**src/rtl/mat_pkg.sv**
```systemverilog
// Shared matrix-IP types: geometry, word/row types and a small index-width helper.
package mat_pkg;
    localparam int N      = 16;
    localparam int DATA_W = 32;

    typedef logic signed [DATA_W-1:0] word_t;
    typedef word_t [N-1:0]             row_t;

    // Counter width able to hold 0..n-1, never zero bits wide.
    function automatic int idx_w(input int n);
        return (n > 1) ? $clog2(n) : 1;
    endfunction
endpackage

```
**src/rtl/row_buf2.sv**
```systemverilog
// Two-entry ping-pong row FIFO. The caller must not push when full or pop when empty.
module row_buf2 #(
    parameter int N      = mat_pkg::N,
    parameter int DATA_W = mat_pkg::DATA_W
) (
    input  logic                   Clk,
    input  logic                   rstn,
    input  logic                   push,
    input  logic                   pop,
    input  logic [N-1:0][DATA_W-1:0] wr_row,
    output logic [N-1:0][DATA_W-1:0] rd_row,
    output logic [1:0]             cnt,
    output logic                   not_full
);
    logic [N-1:0][DATA_W-1:0] mem [2];
    logic                     head;
    logic                     tail;
    logic [1:0]               cnt_nxt;

    always_comb begin
        cnt_nxt = cnt;
        case ({push, pop})
            2'b10:   cnt_nxt = cnt + 2'd1;
            2'b01:   cnt_nxt = cnt - 2'd1;
            default: cnt_nxt = cnt;
        endcase
    end

    // not_full is registered from the next occupancy, so it stays low through reset.
    always_ff @(posedge Clk or negedge rstn) begin
        if (!rstn) begin
            mem[0]   <= '0;
            mem[1]   <= '0;
            head     <= 1'b0;
            tail     <= 1'b0;
            cnt      <= 2'd0;
            not_full <= 1'b0;
        end else begin
            if (push) begin
                mem[tail] <= wr_row;
                tail      <= ~tail;
            end
            if (pop) head <= ~head;
            cnt      <= cnt_nxt;
            not_full <= (cnt_nxt != 2'd2);
        end
    end

    assign rd_row = mem[head];
endmodule

```
**src/rtl/mat_result_streamer.sv**
```systemverilog
// Serialises buffered result rows onto the 32-bit output stream, row-major,
// flagging the last word of each N x N matrix and pulsing done after it leaves.
module mat_result_streamer #(
    parameter int N      = 16,
    parameter int DATA_W = 32
) (
    input  logic                Clk,
    input  logic                rstn,
    input  logic [N*DATA_W-1:0] row_data,
    input  logic                row_valid,
    output logic                row_ready,
    output logic [DATA_W-1:0]   o_data,
    output logic                o_valid,
    input  logic                o_ready,
    output logic                o_last,
    output logic                busy,
    output logic                done
);
    import mat_pkg::*;

    localparam int IW = idx_w(N);

    logic [IW-1:0]            col;
    logic [IW-1:0]            row;
    logic [1:0]               cnt;
    logic [N-1:0][DATA_W-1:0] head_row;
    logic                     push;
    logic                     pop;
    logic                     beat;
    logic                     col_end;
    logic                     row_end;

    assign push    = row_valid && row_ready;
    assign beat    = o_valid && o_ready;
    assign col_end = (col == IW'(N - 1));
    assign row_end = (row == IW'(N - 1));
    assign pop     = beat && col_end;

    row_buf2 #(.N(N), .DATA_W(DATA_W)) u_buf (
        .Clk      (Clk),
        .rstn     (rstn),
        .push     (push),
        .pop      (pop),
        .wr_row   (row_data),
        .rd_row   (head_row),
        .cnt      (cnt),
        .not_full (row_ready)
    );

    always_ff @(posedge Clk or negedge rstn) begin
        if (!rstn) begin
            col  <= '0;
            row  <= '0;
            done <= 1'b0;
        end else begin
            done <= beat && o_last;
            if (beat) begin
                if (col_end) begin
                    col <= '0;
                    row <= row_end ? '0 : row + IW'(1);
                end else begin
                    col <= col + IW'(1);
                end
            end
        end
    end

    // Pushes only touch the tail entry, so the head word is stable while stalled.
    assign o_valid = (cnt != 2'd0);
    assign o_data  = o_valid ? head_row[col] : '0;
    assign o_last  = o_valid && col_end && row_end;
    assign busy    = o_valid || (row != '0) || (col != '0);
endmodule

```
**config.mk**
```make
export PLATFORM = sky130hd
export DESIGN_NAME = mat_result_streamer
export DESIGN_NICKNAME = d
export VERILOG_FILES = /design/src/rtl/mat_pkg.sv /design/src/rtl/row_buf2.sv /design/src/rtl/mat_result_streamer.sv
export SDC_FILE = /design/constraint.sdc
export NUM_CORES = 1
export LEC_CHECK = 0
export CAP_MARGIN = 10
export CORE_UTILIZATION = 41
export DETAILED_ROUTE_END_ITERATION = 16
export PLACE_DENSITY_LB_ADDON = 0.2
export SYNTH_ARGS = -nofsm -noshare
export SYNTH_HDL_FRONTEND = slang
export SYNTH_SLANG_ARGS = --single-unit
```
**constraint.sdc**
```tcl
create_clock -name Clk -period 5.5 [get_ports Clk]
set_clock_uncertainty 0.15 [all_clocks]
set_input_delay 1.1 -clock Clk [delete_from_list [all_inputs] [get_ports Clk]]
set_output_delay 1.1 -clock Clk [all_outputs]
set_load 0.1 [all_outputs]
```
Word level (Yosys, flattened, before mapping). Cells that the tools add are included.

Bits in registers: 1038. Output and inout bits: 37.

Order comparisons: 4. Eq/ne operators: 5. Reduce and logical (&&, ||, !) cells: 13. $add $sub $neg: 4. Multiplexer cells: 12. Bitwise gates (word level): 4.

Operators with widths (count): 512-bit 2-to-1 mux (4); 1024-bit bitwise mux (1); 512-bit demux with 1-bit select (1); 32-bit binary-select mux with 4-bit select (1); 32-bit 2-to-1 mux (2); 4-bit by 1-bit adder with 4-bit output, second input constant (2); 4-bit equality test, second input constant (2); 4-bit 2-to-1 mux (2); 4-bit nonzero test (2); 1-bit logical AND (7); 4-bit by 5-bit < comparator with 1-bit output, second input constant (1); 2-bit greater-or-equal comparator, second input constant (2); 1-bit NOT with 2-bit output (2); 2-bit case mux with 2 select lines (1); 2-bit by 1-bit adder with 2-bit output, second input constant (1); 2-bit by 1-bit equality test with 1-bit output, second input constant (1); 2-bit equality test, second input constant (1); 1-bit logical OR (2); 2-bit by 1-bit < comparator with 1-bit output, second input constant (1); 2-bit inequality test, second input constant (1); 1-bit NOT (2); 2-bit AND reduction (1); 2-bit nonzero test (1); 2-bit by 1-bit subtractor with 2-bit output, second input constant (1).

Depth between registers and ports, before layout.
Depth in word-level cells: 7. Mapped depth: 9.

Hierarchy. From an unflattened synthesis, not the netlist that was laid out.

Cell total of the unflattened synthesis: 3284. Area total of the unflattened synthesis: 49299.8 µm².

By module, submodules not included: row_buf2 (cells an instance 2749, area each 44485.2 µm², times used 1); mat_result_streamer (cells an instance 535, area each 4814.6 µm², times used 1).

Least setup slack after synthesis. OpenSTA, ideal clock, no wires.

Kind: reg2out. Start point: register u_buf.head. End point: output o_data[20]. Buffers on the path: 5. Required time: 4.250 ns. Stages on the path, launching flop included: 10. Path slack: 1.038 ns. Arrival: 3.212 ns. Cell sequence: dfrtp_1 buf_6 buf_12 buf_12 buf_12 buf_12 mux2i_1 a221oi_1 o21ai_0 a31oi_1.

Word-level cells in the longest chain between the ends: 7.

Ends and longest elaborated chain: start, declared (line row_buf2.sv:16) `logic head;`; start signal, assigned (line row_buf2.sv:43) `if (pop) head <= ~head;`; 1-bit NOT with 2-bit output (not written as such) (line row_buf2.sv:49) `assign rd_row = mem[head];`; 512-bit 2-to-1 mux (not written as such) (3 in series) (line row_buf2.sv:49); 32-bit binary-select mux with 4-bit select (line mat_result_streamer.sv:70) `assign o_data = o_valid ? head_row[col] : '0;`; 32-bit 2-to-1 mux (not written as such) (line mat_result_streamer.sv:70); 32-bit 2-to-1 mux (line mat_result_streamer.sv:70); end, declared (line mat_result_streamer.sv:12) `output logic [DATA_W-1:0] o_data,`.

Every way passes these cells. The select of a mux whose other input is x is not followed.

Worst setup path in the final report.
Start point: register col[0]. End point: output o_data[4].

Word-level cells in the longest chain between the ends: 3.

Ends and longest elaborated chain: start, declared (line mat_result_streamer.sv:23) `logic [IW-1:0] col;`; start signal, assigned (line mat_result_streamer.sv:62) `col <= col + IW'(1);`; 32-bit binary-select mux with 4-bit select (line mat_result_streamer.sv:70); 32-bit 2-to-1 mux (not written as such) (line mat_result_streamer.sv:70); 32-bit 2-to-1 mux (line mat_result_streamer.sv:70).

Every way passes these cells. The select of a mux whose other input is x is not followed.

==> metrics.md <==
| Metric | Value |
|---|---|
| Status | finished, final reports clean |
| Simple-Gate Fraction of Synth Area | 0.00525 |
| Area leader, netlist | dfrtp_1 |
| Die W | 339 um |
| Setup TNS Final | 0 ns |
| Tmin final | 5.09 ns |
| Fin nets | 3902 |
| Mapped Area | 0.0465 mm2 |
| Worst skew pair latency | 0.70 ns |
| Core area | 0.112 mm2 |
| Fin. max-slew vios | 0 |
| Measured slew at the worst slew-check pin | 1.16 ns |
| # DRC | 0 |
| Die Height | 339 um |
| DR WL/cell | 27.7 um |
| Number of core rows | 123 |
| Via count of the first global-routing pass | 31200 |
| Post-synthesis cell count | 2856 |
| Number of setup buffers added after CTS | 0 |
| Area Growth Syn to Fin | 24.5% |
| Mux contribution to synthesized area | 0.384 |
| Synth top cells by count | dfrtp_1 (1038), mux2_2 (1024), mux4_2 (224), mux2i_1 (128), clkbuf_1 (106) |
| Worst hold path class | in -> async |
| Normalized max-slew margin | 0.222 |
| Crit Path Category | reg -> out |
| Final ANT Viol Nets | 0 |
| Vias | 27900 |
| Routability cong. | 0.840 |
| Synth cell types | 37 |
| Synth Area in Adders | 0.00135 |
| Mapped Avg Cell Area | 16.3 um2 |
| RSZ-0062 raised after global routing | no |
| Layout cells sized above 1 | 0.448 |
| Post-route cell area | 0.0579 mm2 |
| Post-CTS sizing | 0 |
| 1st-iter DRT viols | 1275 |
| IO buf count | 552 |
| Top post-synthesis cells by area | dfrtp_1 (56%), mux2_2 (25%), mux4_2 (11%) |
| DRT Pass-1 Iters | 5 |
| Synthesis warning total | 0 |
| Leakage | 23.7 nW |
| Clock sink total | 1038 |
| Final-layout fill cell count | 9260 |
| Post-synthesis xor/xnor area fraction | 0.00113 |
| Total gr overflow | 0 |
| Start of the worst register-to-register path | col[2]$_DFFE_PN0P_ |
| Post-synth EDFFs | 0 |
| Main combinational cell family by area after synthesis | multiplexers |
| Die area | 0.115 mm2 |
| Post-synthesis net count | 3377 |
| Initial Util | 0.413 |
| Crit end category | output pin |
| Worst r2r dst | u_buf.not_full$_DFF_PN0_ |
| CTS Buf Count | 113 |
| Post-synthesis sequential area ratio | 0.558 |
| Most frequent cell after synthesis | dfrtp_1 |
| DR vias/cell | 5.58 |
| Fraction of registers with async set/reset | 1.00 |
| Highest Clock Rate | 0.196 GHz |
| Global-route wire length before repair | 204000 um |
| Placed cell areas | 0.0538 mm2 |
| R2R cell count | 7 |
| Post-synthesis compound-gate area fraction | 0.0260 |
| WL final | 138000 um |
| Worst Path Required | 4.25 ns |
| Top_reg_cell synth | dfrtp_1 |
| Final setup fails | 0 |
| Initial antenna violation count | 74 |
| Worst VDD drop | 472 uV |
| Hold_buf cts | 0 |
| CTS tree | done |
| Largest net degree at the start of global routing | 129 |
| H-Tree Depth | 3 |
| FF-to-FF setup slack | 2.48 ns |
| Post-synth top area share | 0.558 |
| Post-DP HPWL | 100000 um |
| Root buffer cell | clkbuf_16 |
| Max_cap viols | 0 |
| Final Hold Vio Count | 0 |
| Seq cells post-synth | 1038 |
| I/O pin cnt | 553 |
| CP max FO | 45 |
| CP Launch Type | flip-flop |
| Pwr Density | 691 mW/mm2 |
| Total track usage | 0.242 |
| WP data arrival | 3.84 ns |
| Clk slew on worst S/H paths | 0.06 ns |
| Max clock buf depth | 3 |
| Tcrit/Tclk final | 0.926 |
-- cell usage in the layout (no fill, tap or decap), types with 18 or more instances in the layout --
cell                n
a22oi_1            32
clkbuf_8           30
clkdlybuf4s50_1   516
nand2_1            32
clkinv_2           23
buf_4              64
a221oi_1           20
dfrtp_1          1035
a31oi_1            32
diode_2            21
mux4_2            224
clkbuf_1           18
mux2_2           1024
buf_12             40
mux2i_1           128
clkbuf_16         114
a221o_1            32
-- sequential cells by signal, indices dropped and copies added, names as in the netlist --
| register | count |
|---|---|
| done | 1 |
| u_buf.mem | 1024 |
| u_buf.cnt | 2 |
| u_buf.not_full | 1 |
| u_buf.tail | 1 |
| row | 4 |
| u_buf.head | 1 |
| col | 4 |
-- final cells by class --
| class | instances | area (um2) | share of cell area |
|---|---|---|---|
| Inverter | 5 | 23.8 | 0.000411 |
| Clock buffer | 162 | 3330 | 0.0576 |
| Antenna cell | 21 | 52.6 | 0.000908 |
| Multi-Input combinational cell | 1602 | 19500 | 0.336 |
| Timing Repair Buffer | 621 | 6460 | 0.112 |
| Tap cell | 1500 | 1880 | 0.0324 |
| Clock inverter | 47 | 691 | 0.0119 |
| Sequential cell | 1038 | 26000 | 0.449 |
-- cell families after synthesis --
logic type / count (synthesis)
adders and majority gates: 5
AOI/OAI and AO/OA: 159
DFF: 1038
xor gates and xnor gates: 6
muxes: 1376
buffers and inverters: 216
and+or+nand+nor: 56
-- critical path, cell delays in order, from the launching register on --
cell and delay (ns):
dfrtp_4 0.63, buf_4 0.64, mux4_2 0.34, mux2i_1 0.19
a221o_1 0.57, a31oi_1 0.45, buf_12 0.24
-- metrics by stage --
step	utilization	hold WS (ns)	setup WS (ns)	total power, mW	cells
after floorplan	-	0.311	1.04	25.6	2856
final	0.515	0.335	0.406	40.0	4996
after CTS	0.514	0.350	0.441	40.4	4975
after global placement	0.478	0.332	1.19	31.4	4766
after global routing	0.514	0.353	0.330	41.9	4985
after detailed placement	0.478	0.338	1.20	32.2	4766
-- where the power goes --
part | internal [mW] | switching (mW)
clock network | 4.99 | 3.11
registers | 11.6 | 2.06
logic | 8.58 | 9.68
total | 25.1 | 14.9
-- how the worst max path moves through the flow --
stage | endpoint | depth (start not counted) | slack, ns | from
floorplan | o_data[20] | 9 | 1.04 | u_buf.head$_DFFE_PN0P_
global placement | o_data[4] | 6 | 1.19 | col[0]$_DFFE_PN0P_
detailed placement | o_data[4] | 6 | 1.20 | col[0]$_DFFE_PN0P_
CTS | o_data[17] | 6 | 0.44 | col[1]$_DFFE_PN0P_
global route | o_data[17] | 6 | 0.33 | col[1]$_DFFE_PN0P_
finish | o_data[4] | 6 | 0.41 | col[0]$_DFFE_PN0P_
-- per-layer routing --
layer | routed length, um | GRT usage | part of all wire
met1 | 51000 | 0.278 | 0.37
met2 | 67800 | 0.400 | 0.49
met3 | 12800 | 0.0985 | 0.093
met4 | 5900 | 0.0997 | 0.043
met5 | 625 | 0 | 0.0045
Power figures use the tool's default switching activity.
